$ cat config.mk
export PLATFORM = sky130hd
export DESIGN_NAME = toy_bus_age_arb_n
export DESIGN_NICKNAME = d
export VERILOG_FILES = /design/src/rtl/toy_bus_age_arb_n.sv
export SDC_FILE = /design/constraint.sdc
export NUM_CORES = 1
export LEC_CHECK = 0
export CAP_MARGIN = 20
export CORE_ASPECT_RATIO = 1.1
export CORE_MARGIN = 5
export CORE_UTILIZATION = 40
export CTS_BUF_LIST = sky130_fd_sc_hd__clkbuf_4 sky130_fd_sc_hd__clkbuf_8
export DETAILED_ROUTE_END_ITERATION = 6
export PLACE_DENSITY = 0.77
export SYNTH_ARGS = -nofsm -noshare
export SYNTH_HDL_FRONTEND = slang
export SYNTH_SLANG_ARGS = --single-unit
$ cat constraint.sdc
create_clock -name clk -period 5.7 [get_ports clk]
set_input_delay 0.57 -clock clk [delete_from_list [all_inputs] [get_ports clk]]
set_output_delay 0.57 -clock clk [all_outputs]
set_load 0.1 [all_outputs]
$ cat src/rtl/toy_bus_age_arb_n.sv
// N-input age-matrix arbiter for toy bus merge points: oldest valid channel wins,
// optional grant lock under back-pressure and optional one-entry forward slice.
module toy_bus_age_arb_n #(
  parameter int unsigned NUM_IN  = 4,
  parameter int unsigned DATA_W  = 32,
  parameter int unsigned ID_W    = 4,
  parameter int unsigned LOCK_EN = 1,
  parameter int unsigned FORWARD = 0
) (
  input  logic                     clk,
  input  logic                     rst_n,
  input  logic [NUM_IN-1:0]        in_vld,
  output logic [NUM_IN-1:0]        in_rdy,
  input  logic [NUM_IN-1:0]        in_opcode,
  input  logic [NUM_IN*DATA_W-1:0] in_data,
  input  logic [NUM_IN*ID_W-1:0]   in_src_id,
  input  logic [NUM_IN*ID_W-1:0]   in_tgt_id,
  output logic                     out_vld,
  input  logic                     out_rdy,
  output logic                     out_opcode,
  output logic [DATA_W-1:0]        out_data,
  output logic [ID_W-1:0]          out_src_id,
  output logic [ID_W-1:0]          out_tgt_id,
  output logic [NUM_IN-1:0]        out_grant
);

  localparam int unsigned IDX_W = (NUM_IN > 1) ? $clog2(NUM_IN) : 1;

  // age[i][j] = 1 : channel j is older than channel i
  logic [NUM_IN-1:0] age [NUM_IN];
  logic [NUM_IN-1:0] sel;
  logic [NUM_IN-1:0] grant;
  logic [NUM_IN-1:0] hs;
  logic              slot_free;

  logic              mux_opcode;
  logic [DATA_W-1:0] mux_data;
  logic [ID_W-1:0]   mux_src_id;
  logic [ID_W-1:0]   mux_tgt_id;

  always_comb begin
    sel = '0;
    for (int unsigned i = 0; i < NUM_IN; i++) begin
      sel[i] = in_vld[i] & ~(|(age[i] & in_vld));
    end
  end

  assign in_rdy = grant & {NUM_IN{slot_free}};
  assign hs     = in_rdy & in_vld;

  always_ff @(posedge clk or negedge rst_n) begin
    if (!rst_n) begin
      for (int unsigned i = 0; i < NUM_IN; i++) begin
        for (int unsigned j = 0; j < NUM_IN; j++) begin
          age[i][j] <= (j < i);
        end
      end
    end else if (|hs) begin
      // handshaking channel becomes youngest: its row sets, its column clears
      for (int unsigned i = 0; i < NUM_IN; i++) begin
        for (int unsigned j = 0; j < NUM_IN; j++) begin
          if (i != j) begin
            if (hs[i]) begin
              age[i][j] <= 1'b1;
            end else if (hs[j]) begin
              age[i][j] <= 1'b0;
            end
          end
        end
      end
    end
  end

  generate
    if (LOCK_EN != 0) begin : g_lock
      logic             lk_vld;
      logic [IDX_W-1:0] lk_idx;
      logic [IDX_W-1:0] grant_idx;

      // a lock whose channel has dropped valid is ignored, so sel takes over this cycle
      always_comb begin
        grant = sel;
        if (lk_vld && in_vld[lk_idx]) begin
          grant         = '0;
          grant[lk_idx] = 1'b1;
        end
      end

      always_comb begin
        grant_idx = '0;
        for (int unsigned i = 0; i < NUM_IN; i++) begin
          if (grant[i]) begin
            grant_idx = IDX_W'(i);
          end
        end
      end

      always_ff @(posedge clk or negedge rst_n) begin
        if (!rst_n) begin
          lk_vld <= 1'b0;
          lk_idx <= '0;
        end else begin
          lk_vld <= |(grant & in_vld & ~in_rdy);
          lk_idx <= grant_idx;
        end
      end
    end else begin : g_nolock
      always_comb begin
        grant = sel;
      end
    end
  endgenerate

  always_comb begin
    mux_opcode = 1'b0;
    mux_data   = '0;
    mux_src_id = '0;
    mux_tgt_id = '0;
    for (int unsigned i = 0; i < NUM_IN; i++) begin
      mux_opcode = mux_opcode | (in_opcode[i] & grant[i]);
      mux_data   = mux_data   | (in_data[i*DATA_W +: DATA_W] & {DATA_W{grant[i]}});
      mux_src_id = mux_src_id | (in_src_id[i*ID_W +: ID_W] & {ID_W{grant[i]}});
      mux_tgt_id = mux_tgt_id | (in_tgt_id[i*ID_W +: ID_W] & {ID_W{grant[i]}});
    end
  end

  generate
    if (FORWARD != 0) begin : g_fwd
      logic              reg_vld;
      logic              reg_opcode;
      logic [DATA_W-1:0] reg_data;
      logic [ID_W-1:0]   reg_src_id;
      logic [ID_W-1:0]   reg_tgt_id;
      logic [NUM_IN-1:0] reg_grant;

      assign slot_free = ~reg_vld | out_rdy;

      always_ff @(posedge clk or negedge rst_n) begin
        if (!rst_n) begin
          reg_vld    <= 1'b0;
          reg_opcode <= 1'b0;
          reg_data   <= '0;
          reg_src_id <= '0;
          reg_tgt_id <= '0;
          reg_grant  <= '0;
        end else if (|hs) begin
          reg_vld    <= 1'b1;
          reg_opcode <= mux_opcode;
          reg_data   <= mux_data;
          reg_src_id <= mux_src_id;
          reg_tgt_id <= mux_tgt_id;
          reg_grant  <= grant;
        end else if (out_rdy) begin
          reg_vld    <= 1'b0;
        end
      end

      assign out_vld    = reg_vld;
      assign out_opcode = reg_opcode;
      assign out_data   = reg_data;
      assign out_src_id = reg_src_id;
      assign out_tgt_id = reg_tgt_id;
      assign out_grant  = reg_grant & {NUM_IN{reg_vld}};
    end else begin : g_pass
      assign slot_free  = out_rdy;
      assign out_vld    = |in_vld;
      assign out_opcode = mux_opcode;
      assign out_data   = mux_data;
      assign out_src_id = mux_src_id;
      assign out_tgt_id = mux_tgt_id;
      assign out_grant  = grant;
    end
  endgenerate

endmodule

==> flow_summary.toml <==
[placed_design]
io_buffers = 220
dp_hpwl_mm = 14.20
dp_slack_ns = 1.313
place.gp.congestion = 0.8354

[sta]
post-route-min-period_ns = 4.511
fmax_mhz = 221.7
fin_crit_sh_pct = 79.14
finalHoldViolations = 0
tns_ns = 0
setup_viol = 0
fin_skew_ns = 0.007806
maxSlewHeadroom_pct = 24.68
rsz0062_at_grt = "false"
timing.final.ws_setup_ns = 1.189
tightest_slew_ns = 1.130
final-max-slew-violation-count = 0

[critical_path]
cp_max_fo = 43
start_kind = "flop"
worst_path_max_delay_cell = "clkdlybuf4s50_1"
max_stage_delay_ns = 1.16
endpoint_kind = "output pin"
cp_data_required_time_ns = 5.13
critPathTopFamily = "buffers and inverters"
cp.arrival_ns = 3.94
crit_buf_inv = 2
critPathKind = "reg -> out"
cp_cell_sequence = "buf_4 > nor2b_4 > and2_1 > mux2i_1 > nand4_1 > clkdlybuf4s50_1"

[synthesis]
synthCells = 865
synth-warning-count = 4
ys_ff_latch = 15
avgSynthCellArea_um2 = 6.567
synthDistinctLibCells = 30
syn_area_um2 = 5680
synthesis.nets = 1036
synth_seq_area_share_pct = 6.740

[pwr]
p_per_area_nw_per_um2 = 561.1
ir_drop_uv = 450.7
p_leak_nw = 3.710

[clocking]
cts.sinks = 15
cts-buffers-inserted = 3
cts_hold_buf = 0
root_buffer = "clkbuf_8"
cts_resized = 0
cts_setup_buffers = 0
clkLatencyLatePin_ns = 0.26
clkTransAtPathRegs_ns = 0.07
cts_tree = "built"
ctsHtreeMaxLevel = 1
cts.path.max_buffers = 2

[die]
initial_utilization_pct = 41.01
coreArea_um2 = 13850
rows = 45
die_w_um = 123.6
die_h_um = 135.0
io_pins = 221
die_area_um2 = 16690

[global_routing]
gr-usage-all-layers_pct = 23.60
grt_pass1_vias = 6370
grt_max_degree = 72
antenna_found_initial = 0
overflow = 0
grt_pass1_wl_mm = 32.22

[layout]
drive_gt1_share_pct = 5.242
fin_nets = 1183
synthToLayoutAreaGrowth_pct = 37.09
n_antenna_cell = 0
post-route-util_pct = 56.22

[routing]
routed_wl_mm = 21.27
wire_per_inst_um = 17.74
postRouteAntennaNets = 0
drtPass1Iterations = 5
viasPerCell = 5.516
drt_iter0_markers = 476
vias = 6614
drc = 0

[flow_run]
cap_violations = 0

[run_status]
status = "finished clean"

[hold_path]
hp-class = "reg -> reg"
-- routing by layer --
layer  GRT usage (%)  share of wire (%)  vias to the layer above
li1                -                  -                     3230
met1           29.42                 41                     3018
met2           41.72                 48                      331
met3           3.896                9.6                       35
met4           5.969                2.0                        0
met5               0                  0                        -
-- where the power goes --
| part | leakage (nW) | switching (mW) | internal, mW |
|---|---|---|---|
| Sequential | 0.167 | 0.112 | 0.176 |
| Clock | 0.0217 | 0.0430 | 0.0493 |
| Combinational | 3.52 | 2.85 | 1.13 |
| Total | 3.71 | 3.01 | 1.36 |
-- sequential cells by signal, summed over array words and instances (netlist names) --
register       count
g_lock.lk_vld      1
g_lock.lk_idx      2
age               12
-- path summary, 6_finish.rpt --
kind                            slack [ns]               end  cells past startpoint             start
max in group asynchronous             4.51  g_lock.lk_idx[0]                      1             rst_n
min in group asynchronous             0.71           age[10]                      1             rst_n
worst max-delay path                  1.19     out_tgt_id[3]                      6  g_lock.lk_idx[1]
worst max register to register        2.87            age[4]                      5  g_lock.lk_idx[1]
worst min register to register        0.51           age[14]                      1           age[14]
worst min-delay path                  0.51           age[14]                      1           age[14]
-- cells in the mapped netlist --
cell	count	share of area (%)
and2_1	84	9.3
inv_1	169	11
clkbuf_1	67	4.4
nor2_1	7	0.46
a22o_1	16	2.5
o21ai_0	1	0.088
buf_8	1	0.26
nor3_1	211	19
dfstp_2	6	2.8
a21oi_1	1	0.088
mux2i_1	168	30
nand4_1	42	4.6
mux2_4	3	0.79
nor2b_1	2	0.22
clkbuf_4	4	0.53
o22ai_4	1	0.35
o22a_1	1	0.15
mux2i_4	2	0.79
or4_1	1	0.13
buf_6	14	2.8
o31ai_4	1	0.37
nand2b_1	1	0.11
o32a_1	1	0.18
dfrtp_1	9	4.0
nand2_1	2	0.13
and3_1	42	4.6
o22ai_1	1	0.11
buf_1	1	0.066
buf_2	2	0.18
a21bo_2	4	0.70
-- cells in the final DEF (no fill, tap or decap), drive strengths merged, types with 9 or more instances in the layout --
cell,instances
a22o,16
inv,169
nor3,211
and3,42
buf,23
dfrtp,9
and2,84
clkdlybuf4s50,208
nand4,42
mux2i,170
-- logic make-up (layout without fill, tap and decap cells) --
family	count (synthesis)	in the layout	share of synthesized area, %
and+or+nand+nor	392	392	38.15
buffers and inverters	258	404	19.41
DFF	15	15	6.740
AOI/OAI and AO/OA	27	27	4.515
muxes	173	173	31.19
-- stage by stage --
stage | area, µm² | cells | hold slack (ns) | power (mW)
after global routing | 7787 | 1199 | 0.5148 | 4.549
after detailed placement | 7739 | 1195 | 0.4890 | 4.261
after global placement | 7739 | 1195 | 0.5027 | 4.242
final | 7787 | 1199 | 0.5094 | 4.370
after CTS | 7787 | 1199 | 0.5088 | 4.362
after floorplan | 5680 | 865 | 0.2744 | 3.417
-- worst reg2reg max path, cell delays in order, from the launching register on --
cell     delay (ns)
dfrtp_2        0.79
mux2i_1        0.49
o22a_2         0.50
buf_4          0.40
mux2i_1        0.41
a22o_1         0.20
-- area by class of cell --
cell class | count | area [µm²]
well taps | 188 | 235.2
inverters | 169 | 634.4
repair buffers | 231 | 2267
flip-flops and latches | 15 | 385.4
multi-input cells | 592 | 4217
fillers | 1361 | 6063
clock buffers | 3 | 41.29
clock inverters | 1 | 7.507
No activity file was read; power rests on OpenSTA's default activity.
